<file path="config.mk">
export PLATFORM = sky130hd
export DESIGN_NAME = ext_tid_alloc_ipa_flat
export DESIGN_NICKNAME = d
export VERILOG_FILES = /design/src/rtl/ext_tid_alloc_ipa_if.sv /design/src/rtl/ext_tid_alloc_ipa.sv /design/src/flat_wrapper.sv
export SDC_FILE = /design/constraint.sdc
export NUM_CORES = 1
export LEC_CHECK = 0
export CORE_MARGIN = 2
export CORE_UTILIZATION = 45
export DETAILED_ROUTE_END_ITERATION = 10
export PLACE_DENSITY = 0.68
export SETUP_SLACK_MARGIN = 0.1
export SYNTH_ARGS = -nofsm -noshare
export SYNTH_HDL_FRONTEND = slang
export SYNTH_SLANG_ARGS = --single-unit
export TNS_END_PERCENT = 10
</file>
<file path="constraint.sdc">
create_clock -name clk_i -period 4.2 [get_ports clk_i]
set_clock_uncertainty 0.1 [all_clocks]
set_input_delay 0.42 -clock clk_i [delete_from_list [all_inputs] [get_ports clk_i]]
set_output_delay 0.42 -clock clk_i [all_outputs]
set_load 0.005 [all_outputs]
</file>
<file path="src/rtl/ext_tid_alloc_ipa_if.sv">
// Request/grant and release handshake between the MCHAN external command path
// and the EXT TID allocator.
interface ext_tid_alloc_ipa_if #(
  parameter int unsigned EXT_TID_WIDTH = 4
);
  logic                     req_valid;
  logic                     req_ready;
  logic                     tid_valid;
  logic [EXT_TID_WIDTH-1:0] tid;
  logic                     rel_valid;
  logic [EXT_TID_WIDTH-1:0] rel_tid;

  modport master (
    output req_valid, rel_valid, rel_tid,
    input  req_ready, tid_valid, tid
  );

  modport slave (
    input  req_valid, rel_valid, rel_tid,
    output req_ready, tid_valid, tid
  );
endinterface

</file>
<file path="src/rtl/ext_tid_alloc_ipa.sv">
// EXT TID allocator for the MCHAN external opcode buffer: grants the lowest free
// TID, recycles TIDs on response completion, throttles and supports flush/drain.
module ext_tid_alloc_ipa #(
  parameter int unsigned EXT_TID_WIDTH   = 4,
  parameter int unsigned MAX_OUTSTANDING = 16
) (
  input  logic                   clk_i,
  input  logic                   rst_ni,
  ext_tid_alloc_ipa_if.slave     tid_bus,
  input  logic                   flush_req_i,
  output logic                   flush_ack_o,
  output logic [EXT_TID_WIDTH:0] outstanding_o,
  output logic                   err_o
);

  localparam int unsigned NTID  = 2 ** EXT_TID_WIDTH;
  localparam int unsigned CNT_W = EXT_TID_WIDTH + 1;
  localparam logic [CNT_W-1:0] MAX_CNT = CNT_W'(MAX_OUTSTANDING);
  localparam logic [NTID-1:0]  ONE_HOT0 = NTID'(1);

  if (MAX_OUTSTANDING < 1 || MAX_OUTSTANDING > NTID) begin : g_bad_max
    $error("ext_tid_alloc_ipa: MAX_OUTSTANDING must be in 1..2**EXT_TID_WIDTH");
  end

  typedef enum logic [1:0] {
    ST_RUN     = 2'd0,
    ST_DRAIN   = 2'd1,
    ST_DRAINED = 2'd2
  } state_t;

  state_t                   r_state;
  logic [NTID-1:0]          r_busy;
  logic [CNT_W-1:0]         r_cnt;
  logic                     r_err;

  logic [EXT_TID_WIDTH-1:0] w_free_tid;
  logic                     w_any_free;
  logic                     w_ready;
  logic                     w_grant;
  logic                     w_rel_hit;
  logic                     w_rel_legal;
  logic                     w_rel_illegal;
  logic [NTID-1:0]          w_set_mask;
  logic [NTID-1:0]          w_clr_mask;
  logic [CNT_W-1:0]         w_cnt_nxt;

  // Lowest-index free TID; scanning downward lets the lowest index win.
  always_comb begin
    w_free_tid = '0;
    w_any_free = 1'b0;
    for (int i = int'(NTID) - 1; i >= 0; i--) begin
      if (!r_busy[i]) begin
        w_free_tid = EXT_TID_WIDTH'(i);
        w_any_free = 1'b1;
      end
    end
  end

  assign w_ready       = (r_state == ST_RUN) && (r_cnt < MAX_CNT) && w_any_free;
  assign w_grant       = tid_bus.req_valid && w_ready;
  assign w_rel_hit     = r_busy[tid_bus.rel_tid];
  assign w_rel_legal   = tid_bus.rel_valid && w_rel_hit;
  assign w_rel_illegal = tid_bus.rel_valid && !w_rel_hit;

  // A released TID is busy during its release cycle, so the grant never picks it.
  assign w_set_mask = w_grant     ? (ONE_HOT0 << w_free_tid)      : '0;
  assign w_clr_mask = w_rel_legal ? (ONE_HOT0 << tid_bus.rel_tid) : '0;

  always_comb begin
    w_cnt_nxt = r_cnt;
    if (w_grant && !w_rel_legal) begin
      w_cnt_nxt = r_cnt + CNT_W'(1);
    end else if (w_rel_legal && !w_grant) begin
      w_cnt_nxt = r_cnt - CNT_W'(1);
    end
  end

  always_ff @(posedge clk_i or negedge rst_ni) begin
    if (!rst_ni) begin
      r_busy <= '0;
      r_cnt  <= '0;
      r_err  <= 1'b0;
    end else begin
      r_busy <= (r_busy | w_set_mask) & ~w_clr_mask;
      r_cnt  <= w_cnt_nxt;
      r_err  <= w_rel_illegal;
    end
  end

  // Flush/drain control; drain completion looks at the registered count.
  always_ff @(posedge clk_i or negedge rst_ni) begin
    if (!rst_ni) begin
      r_state <= ST_RUN;
    end else begin
      case (r_state)
        ST_RUN: begin
          if (flush_req_i) begin
            r_state <= ST_DRAIN;
          end
        end
        ST_DRAIN: begin
          if (!flush_req_i) begin
            r_state <= ST_RUN;
          end else if (r_cnt == '0) begin
            r_state <= ST_DRAINED;
          end
        end
        ST_DRAINED: begin
          if (!flush_req_i) begin
            r_state <= ST_RUN;
          end
        end
        default: r_state <= ST_RUN;
      endcase
    end
  end

  assign tid_bus.req_ready = w_ready;
  assign tid_bus.tid_valid = w_grant;
  assign tid_bus.tid       = w_free_tid;
  assign flush_ack_o       = (r_state == ST_DRAINED);
  assign outstanding_o     = r_cnt;
  assign err_o             = r_err;

endmodule
</file>
<file path="src/flat_wrapper.sv">
// flat-port wrapper written by rule: the top's interface ports become plain ports
module ext_tid_alloc_ipa_flat 
#(
  parameter int unsigned EXT_TID_WIDTH   = 4,
  parameter int unsigned MAX_OUTSTANDING = 16
)
  (clk_i, rst_ni, flush_req_i, flush_ack_o, outstanding_o, err_o, tid_bus_req_valid, tid_bus_rel_valid, tid_bus_rel_tid, tid_bus_req_ready, tid_bus_tid_valid, tid_bus_tid);
  ext_tid_alloc_ipa_if #(.EXT_TID_WIDTH(EXT_TID_WIDTH)) tid_bus_i ();
  input  logic clk_i;
  input  logic rst_ni;
  input  logic flush_req_i;
  output logic flush_ack_o;
  output logic [EXT_TID_WIDTH:0] outstanding_o;
  output logic err_o;
  input wire logic [$bits(tid_bus_i.req_valid)-1:0] tid_bus_req_valid;
  input wire logic [$bits(tid_bus_i.rel_valid)-1:0] tid_bus_rel_valid;
  input wire logic [$bits(tid_bus_i.rel_tid)-1:0] tid_bus_rel_tid;
  output wire logic [$bits(tid_bus_i.req_ready)-1:0] tid_bus_req_ready;
  output wire logic [$bits(tid_bus_i.tid_valid)-1:0] tid_bus_tid_valid;
  output wire logic [$bits(tid_bus_i.tid)-1:0] tid_bus_tid;
  assign tid_bus_i.req_valid = tid_bus_req_valid;
  assign tid_bus_i.rel_valid = tid_bus_rel_valid;
  assign tid_bus_i.rel_tid = tid_bus_rel_tid;
  assign tid_bus_req_ready = tid_bus_i.req_ready;
  assign tid_bus_tid_valid = tid_bus_i.tid_valid;
  assign tid_bus_tid = tid_bus_i.tid;
  ext_tid_alloc_ipa #(.EXT_TID_WIDTH(EXT_TID_WIDTH), .MAX_OUTSTANDING(MAX_OUTSTANDING)) u_core (.clk_i(clk_i), .rst_ni(rst_ni), .tid_bus(tid_bus_i), .flush_req_i(flush_req_i), .flush_ack_o(flush_ack_o), .outstanding_o(outstanding_o), .err_o(err_o));
endmodule
</file>
==> results of run 1 <==
worst reg2reg max path: stages (launching register included):
cell and delay, ps:
dfrtp_1 500, mux4_1 560, mux4_2 490, nand2_1 90, ha_1 180, inv_1 100, fa_1 420, a21o_1 180
a21oi_1 190, xnor2_1 140, nor2_1 70, xor2_1 140
logic make-up after synthesis:
kind of cell / share of synthesized area (%)
muxes: 8.94
AOI/OAI and AO/OA: 18.3
buffers and inverters: 2.58
and+or+nand+nor: 24.2
DFF: 38.7
xor gates and xnor gates: 2.82
adders and majority gates: 4.51
cells in the mapped netlist (2+ instances only):
master    instances  share of area [%]
dfrtp_1          24                 39
nor3_1            4                1.3
a21oi_1           9                2.9
ha_1              4                3.2
nand4_1           3                1.2
o22a_1            6                3.4
and2_1            3                1.2
xnor2_1           3                1.7
nand2b_1          3                1.2
a31oi_1           7                2.8
xor2_1            2                1.1
and3_1            2               0.81
nand3_1           3               0.97
nor2_1           13                3.1
nand2_1          15                3.6
nor2b_1           3                1.2
o21ai_0           4                1.3
nand4b_1          2                1.1
mux4_1            4                6.8
a21o_1            2               0.97
o32a_1            2                1.3
inv_1             7                1.7
buf_2             2               0.64
sequential cells by signal, indices dropped and copies added, names as in the netlist:
signal and cells:
u_core.err_o 1, u_core.r_state 2, u_core.outstanding_o 5, u_core.r_busy 16
routing by layer:
layer / share of wire (%) / GRT usage, %
met1: 47 / 29.5
met2: 45 / 32.1
met3: 5.9 / 2.34
met4: 2.6 / 8.89
met5: 0 / 0
metrics by stage:
| step | hold WS, ps | utilization [%] | area, µm² | setup WS (ps) |
|---|---|---|---|---|
| final | 462 | 55.3 | 1840 | 648 |
| after global routing | 505 | 55.3 | 1840 | 514 |
| after CTS | 468 | 55.3 | 1840 | 649 |
| after detailed placement | 448 | 54.6 | 1820 | 301 |
| after global placement | 433 | 54.6 | 1820 | 417 |
| after floorplan | 24.4 | - | 1550 | 1160 |
worst max-delay path by stage:
| stage | from | endpoint | slack (ps) | cells past startpoint |
|---|---|---|---|---|
| 6_report | tid_bus_rel_tid[0] | u_core.outstanding_o[4]$_DFFE_PN0P_ | 650 | 12 |
| 5_1_grt | tid_bus_rel_tid[0] | u_core.outstanding_o[4]$_DFFE_PN0P_ | 510 | 12 |
| 4_1_cts | tid_bus_rel_tid[0] | u_core.outstanding_o[4]$_DFFE_PN0P_ | 650 | 12 |
| 3_5_place_dp | tid_bus_rel_tid[0] | u_core.outstanding_o[4]$_DFFE_PN0P_ | 300 | 12 |
| 3_3_place_gp | tid_bus_rel_tid[0] | u_core.outstanding_o[4]$_DFFE_PN0P_ | 420 | 12 |
| 2_1_floorplan | tid_bus_rel_tid[0] | u_core.outstanding_o[4]$_DFFE_PN0P_ | 1160 | 11 |
power groups by stage:
stage | Sequential, mW | Clock (mW) | Combinational [mW]
finish | 0.398 | 0.100 | 0.579
global route | 0.411 | 0.115 | 0.644
CTS | 0.394 | 0.104 | 0.581
detailed placement | 0.398 | 0 | 0.579
global placement | 0.394 | 0 | 0.566
floorplan | 0.369 | 0 | 0.374
layout make-up:
type	instances	area (µm²)	share of cell area (%)
multi-input cells	121	912	49.5
clock buffers	3	22.5	1.22
well taps	46	57.6	3.12
flip-flops and latches	24	601	32.6
inverters	7	26.3	1.42
repair buffers	23	225	12.2
==> results.cfg, run 1 <==
[detailed_routing]
ant_nets = 0
viasPerCell = 5.95
via_count = 1332
drcViolationCount = 0
drt_pre_antenna_iters = 4
wire_per_inst_um = 16.6
wl_um = 3710
drtIter0Drc = 52

[pwr]
p_leak_nw = 0.763
p_int_uw = 640
clkPwrFrac_pct = 9.3
switching_power_uw = 437
p_per_area_mw_per_mm2 = 584
pwr-share-seq_pct = 36.9
switching_share_pct = 40.6
finalPower_mw = 1.08
ir_drop_uv = 203
power_frac_comb_pct = 53.8

[global_route]
antenna_found_initial = 0
grt_pass1_wl_um = 6430
grt_max_degree = 25
grt-ovfl-total = 0
grt_pass1_vias = 1328
grtUsageTotal_pct = 20.7

[critical_path]
required_ps = 4320
critical_path_buf_inv_count = 2
cp_data_arrival_time_ps = 3670
path_class = input pin to flip-flop
start_kind = input pin
crit_fanout = 6
max_stage_delay_ps = 620
cp_slowest_cell = mux4_1
r2r_start = u_core.r_busy[2]$_DFF_PN0_
r2r.worst_path.cells = 11
r2r-end = u_core.outstanding_o[4]$_DFFE_PN0P_
cp-end-kind = flip-flop
regToRegSetupSlack_ps = 950
critPathTopFamily = multiplexers
crit_chain = clkdlybuf4s50_1 -> mux4_1 -> mux4_2 -> nand2_1 -> ha_1 -> inv_1 -> fa_1 -> a21o_1 -> a21oi_1 -> xnor2_1 -> nor2_1 -> xor2_1

[sta]
finalHoldViolCount = 0
drv_slew = 0
rsz0062_at_grt = false
slew_headroom_pct = 29.5
fin_crit_ps = 3550
min_period_over_period_pct = 84.6
setup_viol = 0
worst_pin_slew_ps = 1050
fin_tns_setup_ps = 0
fmax_mhz = 281

[final_layout]
nets = 194
n_antenna_cell = 0
areaGrowthSynthToFinish_pct = 18.8
final_common_cell = dfrtp_1
drive_gt1_share_pct = 7.87
final_cells = 224
layout_common_cells = 24 x dfrtp_1, 21 x clkdlybuf4s50_1, 15 x nand2_1, 13 x nor2_1, 9 x a21oi_1
fill_cells = 304

[cts]
cts_tree = done
postCtsSetupRepairBufs = 0
path_clk_slew_ps = 120
cts_max_level = 1
cts_hold_buf = 0
cts_made_buffers = 3
insertion_delay_ps = 320
clockRootBuffer = clkbuf_4
cts_max_path_buffers = 2
cts_resized = 0
cts_sinks = 24

[yosys]
synth_seq_cells = 24
synth_cells = 155
avgSynthCellArea_um2 = 10.0
yosysSeqAreaShare_pct = 38.7
synth_area_mm2 = 0.00155
synth_ff_type = dfrtp_1
ys_types = 51
ys_warn_count = 0
synth_nets = 169
synth-edff-count = 0
async_reset_ff_share_pct = 100

[placed_design]
place_inst = 221
dp_hpwl_um = 2830
io_buffers = 21
gp_congestion = 0.897

[floorplanning]
top_level_ports = 22
row_count = 21
core-area_mm2 = 0.00334
start_util_pct = 46.5
die_area_mm2 = 0.00394
die_h_um = 62.7
die_w_um = 62.7

[flow_run]
max_cap_viol_count = 0

[min_path]
holdPathStages = 1
worstHoldStart = u_core.outstanding_o[4]$_DFFE_PN0P_
hold_end = u_core.outstanding_o[4]$_DFFE_PN0P_
hold_path.class = flip-flop to flip-flop

[run_status]
outcome = finished, final reports clean
No activity file was read; power rests on OpenSTA's default activity.
==> run 2, diff against run 1 <==
- PLACE_DENSITY: 0.68 -> 0.7
- clock period: 4.2 -> 3.2 ns (I/O delays scaled with it)
==> run 2 against run 1 <==
Effect of this change:
- count of clock-buffer cells in the layout unchanged
- power increased by 56%
- sequential cell count unchanged
- sequential share of layout area shrank 3.9 points
- via count up 11%
- register-to-register slack worse by 730 ps
- first-iteration DRC count rose to 2.7 times the previous value
- setup slack worse by 420 ps
- critical path depth decreased by 1
- sequential power increased by 17%
- highest routed layer unchanged
==> results.cfg, run 2 (synthesis results as in run 1) <==
[pwr]
finalPower_mw = 1.68
p_leak_nw = 0.905
ir_drop_uv = 307
p_per_area_mw_per_mm2 = 802

[final_layout]
n_antenna_cell = 0
final_common_cell = buf_4
layout_common_cells = 32 x buf_4, 24 x dfrtp_1, 19 x clkdlybuf4s50_1, 15 x nand2_1, 13 x nor2_1
final_cells = 255
drive_gt1_share_pct = 25.8
areaGrowthSynthToFinish_pct = 35.0
utilization_pct = 62.8
regMostFlops = u_core.r_busy
fill_cells = 291
largest_register_ffs = 16
nets = 224
final_cell_area_mm2 = 0.00210

[placed_design]
place_inst = 245
dp_hpwl_um = 3230
io_buffers = 21
dpl_worst_slack_ps = -505
gp_congestion = 0.990
placed_area_mm2 = 0.00200

[min_path]
hold_path.class = input pin to async pin

[detailed_routing]
ant_nets = 0
drtIter0Drc = 140
drt_pre_antenna_iters = 4
drcViolationCount = 0
wire_per_inst_um = 16.9
via_count = 1477
wl_um = 4300
viasPerCell = 5.79

[global_route]
antenna_found_initial = 0
busiest_layer = met2
grt-ovfl-total = 0
grt_max_degree = 25
grt_use_met2_pct = 37.5
use_met1_pct = 31.3
gr-usage-met3_pct = 5.05
grt_pass1_vias = 1537
grt_pass1_wl_um = 7300
grtUsageTotal_pct = 24.0

[sta]
worst_hold_slack_ps = 217
fin_crit_ps = 2980
slew_headroom_pct = 63.9
fin_ws_ps = 224
setup_viol = 0
fin_tns_setup_ps = 0
rsz0062_at_grt = false
drv_slew = 0
worst_pin_slew_ps = 537
min_period_over_period_pct = 93.0
fmax_mhz = 336
finalHoldViolCount = 0

[critical_path]
cp_data_arrival_time_ps = 3100
cp-end-kind = flip-flop
r2r.worst_path.cells = 11
path_common_cell = mux4_2
regToRegSetupSlack_ps = 220
cp_slowest_cell = mux4_2
start_kind = flip-flop
max_stage_delay_ps = 500
critPathLaunch = u_core.r_busy[14]$_DFF_PN0_
crit_fanout = 4
r2r_start = u_core.r_busy[14]$_DFF_PN0_
path_class = flip-flop to flip-flop
required_ps = 3330
endpoint = u_core.outstanding_o[4]$_DFFE_PN0P_
crit_chain = mux4_2 -> mux4_2 -> nand2_1 -> ha_2 -> inv_2 -> fa_2 -> a21o_1 -> a21oi_2 -> xnor2_1 -> nor2_1 -> xor2_1
r2r-end = u_core.outstanding_o[4]$_DFFE_PN0P_

[floorplanning]
start_util_pct = 46.5
top_level_ports = 22
core-area_mm2 = 0.00334
die_area_mm2 = 0.00394
row_count = 21
die_h_um = 62.7
die_w_um = 62.7

[cts]
cts_max_level = 1
path_clk_slew_ps = 160
cts_max_path_buffers = 2
clockRootBuffer = clkbuf_4
insertion_delay_ps = 340
cts_sinks = 24
cts_tree = done
cts_made_buffers = 3
cts_hold_buf = 0

[flow_run]
max_cap_viol_count = 0

[run_status]
outcome = finished, final reports clean
run 2: cell types whose count changed in the layout (fill, tap and decap cells not counted), sizes merged:
cell           previous run  this run
buf                       2        32
clkdlybuf4s50            21        19
bufinv                    0         1
clkdlybuf4s15             0         1
dlygate4sd2               0         1
run 2: worst max-delay path, delay by kind of cell, from the launching register on:
kind / cells / cell delay, ps
AOI/OAI and AO/OA: 2 / 320
xor gates and xnor gates: 2 / 270
adders and majority gates: 2 / 530
buffers and inverters: 1 / 60
DFF: 1 / 430
muxes: 2 / 990
and+or+nand+nor: 2 / 160
run 2: per-layer routing:
metal | share of wire (%) | wire length (µm)
met1 | 42 | 1810
met2 | 49 | 2100
met4 | 3.0 | 129
met5 | 0 | 0
met3 | 6.2 | 267
run 2: how the worst min path moves through the flow:
| stage | slack, ps | cells after the start | endpoint | startpoint |
|---|---|---|---|---|
| 2_1_floorplan | -80 | 0 | u_core.err_o$_DFF_PN0_ | rst_ni |
| 3_3_place_gp | 410 | 1 | u_core.outstanding_o[4]$_DFFE_PN0P_ | u_core.outstanding_o[4]$_DFFE_PN0P_ |
| 3_5_place_dp | 430 | 1 | u_core.outstanding_o[4]$_DFFE_PN0P_ | u_core.outstanding_o[4]$_DFFE_PN0P_ |
| 4_1_cts | 240 | 2 | u_core.err_o$_DFF_PN0_ | rst_ni |
| 5_1_grt | 260 | 2 | u_core.err_o$_DFF_PN0_ | rst_ni |
| 6_report | 220 | 2 | u_core.err_o$_DFF_PN0_ | rst_ni |
run 2: report_power, final:
part           switching, mW  internal (mW)
registers             0.0781          0.387
logic                  0.456          0.526
clock network          0.106          0.127
total                  0.640           1.04
run 2: final cells by class:
| class | instances | area [µm²] | share of cell area (%) |
|---|---|---|---|
| Clock buffer | 3 | 22.5 | 1.07 |
| Timing Repair Buffer | 53 | 449 | 21.4 |
| Tap cell | 46 | 57.6 | 2.75 |
| Multi-Input combinational cell | 121 | 910 | 43.4 |
| Inverter | 7 | 26.3 | 1.25 |
| Sequential cell | 24 | 601 | 28.7 |
| Clock inverter | 1 | 30.0 | 1.43 |
run 2: repair_timing:
item                                    CTS  global route
endpoints found under the hold margin     0             0
endpoints found under the setup margin    2             2
pin swaps                                 0             0
gates resized for setup                   4             8
buffers inserted                          4             2
==> run 3, diff against run 2 <==
- CORE_MARGIN: 2 -> not set
- CTS_CLUSTER_SIZE: not set -> 24
==> run 3 against run 2 <==
Effect of this change:
- count of clock-buffer cells in the layout grew 1
- critical path type unchanged
- clock power shrank 27%
- combinational power shrank 5.7%
- hold slack gained 11 ps
- non-clock buffer count shrank 6
- sequential share of layout area grew 0.95 points
- critical endpoint is now u_core.outstanding_o[3]$_DFFE_PN0P_
- wire length shrank 9.6%
- critical path depth is the same
- power shrank 6.7%
- sequential power grew 1%
- setup slack lost 3.3 ps
- maximum frequency shrank 0.11%
==> results.cfg, run 3 (synthesis results as in run 1) <==
[run_status]
outcome = finished, final reports clean

[placed_design]
dp_hpwl_um = 2980
io_buffers = 21
place_inst = 240
gp_congestion = 0.969

[cts]
cts_made_buffers = 3
cts_hold_buf = 0
cts_tree = done
cts_max_path_buffers = 2
clockRootBuffer = clkbuf_4
cts_sinks = 24
insertion_delay_ps = 330
cts_max_level = 1
path_clk_slew_ps = 140

[detailed_routing]
drtIter0Drc = 75
via_count = 1413
drt_pre_antenna_iters = 4
drcViolationCount = 0
ant_nets = 0
wire_per_inst_um = 15.7
viasPerCell = 5.72
wl_um = 3890

[floorplanning]
start_util_pct = 49.2
die_h_um = 60.7
die_w_um = 60.7
row_count = 20
core-area_mm2 = 0.00315
top_level_ports = 22
die_area_mm2 = 0.00369

[pwr]
p_per_area_mw_per_mm2 = 773
finalPower_mw = 1.57
ir_drop_uv = 371
p_leak_nw = 0.877

[global_route]
grt-ovfl-total = 0
grtUsageTotal_pct = 24.9
grt_pass1_vias = 1351
grt_max_degree = 25
antenna_found_initial = 0
grt_pass1_wl_um = 6560

[final_layout]
final_cells = 247
areaGrowthSynthToFinish_pct = 30.6
nets = 218
largest_register_ffs = 16
regMostFlops = u_core.r_busy
layout_common_cells = 26 x buf_4, 24 x dfrtp_1, 19 x clkdlybuf4s50_1, 15 x nand2_1, 13 x nor2_1
n_antenna_cell = 0
drive_gt1_share_pct = 22.2
final_common_cell = buf_4
fill_cells = 297

[critical_path]
path_class = flip-flop to flip-flop
cp_data_arrival_time_ps = 3100
crit_fanout = 4
start_kind = flip-flop
cp-end-kind = flip-flop
required_ps = 3320

[sta]
slew_headroom_pct = 68.3
finalHoldViolCount = 0
fin_tns_setup_ps = 0
min_period_over_period_pct = 93.1
rsz0062_at_grt = false
drv_slew = 0
worst_pin_slew_ps = 472
fmax_mhz = 336
fin_crit_ps = 2980
setup_viol = 0

[flow_run]
max_cap_viol_count = 0

[min_path]
hold_path.class = input pin to async pin
[run 3: cell types whose count changed in the layout (fill, tap and decap cells not counted), sizes merged]
cell / delta
dlygate4sd2: +1
buf: -6
clkbuf: +1
bufinv: -1
clkdlybuf4s15: -1
[run 3: final timing paths]
path                                                      from                                   to  slack, ps  cells after the start
setup / recovery                   u_core.r_busy[13]$_DFF_PN0_  u_core.outstanding_o[3]$_DFFE_PN0P_        220                     11
hold / removal                                          rst_ni           u_core.r_busy[2]$_DFF_PN0_        230                      2
setup reg to reg                   u_core.r_busy[13]$_DFF_PN0_  u_core.outstanding_o[3]$_DFFE_PN0P_        220                     11
hold reg to reg            u_core.outstanding_o[4]$_DFFE_PN0P_  u_core.outstanding_o[4]$_DFFE_PN0P_        440                      1
max in group asynchronous                               rst_ni  u_core.outstanding_o[4]$_DFFE_PN0P_       2530                      2
min in group clk_i         u_core.outstanding_o[4]$_DFFE_PN0P_  u_core.outstanding_o[4]$_DFFE_PN0P_        440                      1
[run 3: final cells by class]
class	instances	area [µm²]	share of cell area, %
repair buffers	47	403	19.9
multi-input cells	121	907	44.7
flip-flops and latches	24	601	29.6
inverters	7	26.3	1.30
well taps	44	55.1	2.71
clock buffers	4	36.3	1.79
[run 3: per-stage QoR]
stage	util [%]	instance area [µm²]	worst slack [ps]	hold WS [ps]
3_5_place_dp	62.7	1980	-445	411
2_1_floorplan	-	1550	199	-75.6
5_1_grt	64.3	2030	117	256
6_report	64.3	2030	220	228
3_3_place_gp	62.7	1980	-358	415
4_1_cts	64.4	2030	115	237
[run 3: power breakdown]
part / internal [mW] / switching [mW] / leakage [nW]
Clock: 0.0698 / 0.0996 / 0.0210
Combinational: 0.500 / 0.426 / 0.558
Sequential: 0.387 / 0.0841 / 0.299
[run 3: worst max-delay path, cell delays in order (launching register included)]
cell     delay [ps]
dfrtp_1         420
mux4_1          520
mux4_2          500
nand2_1          90
ha_1            180
inv_2            70
buf_4           130
ha_1            250
a21o_1          170
a21oi_1         180
xor2_1          170
o21ai_0          90
[run 3: metal layers]
layer,GRT usage (%),routed length (µm),vias up
met5,0,0,-
met4,14.0,92,0
met3,3.20,285,8
met2,37.0,1760,60
met1,35.3,1760,669
li1,-,-,676
[run 3: what timing repair did]
| action | 4_1_cts | 5_1_grt |
|---|---|---|
| resized for setup | 3 | 5 |
| pin swaps | 0 | 0 |
| endpoints found under the setup margin | 2 | 2 |
| buffers inserted | 3 | 0 |
| endpoints found under the hold margin | 0 | 0 |
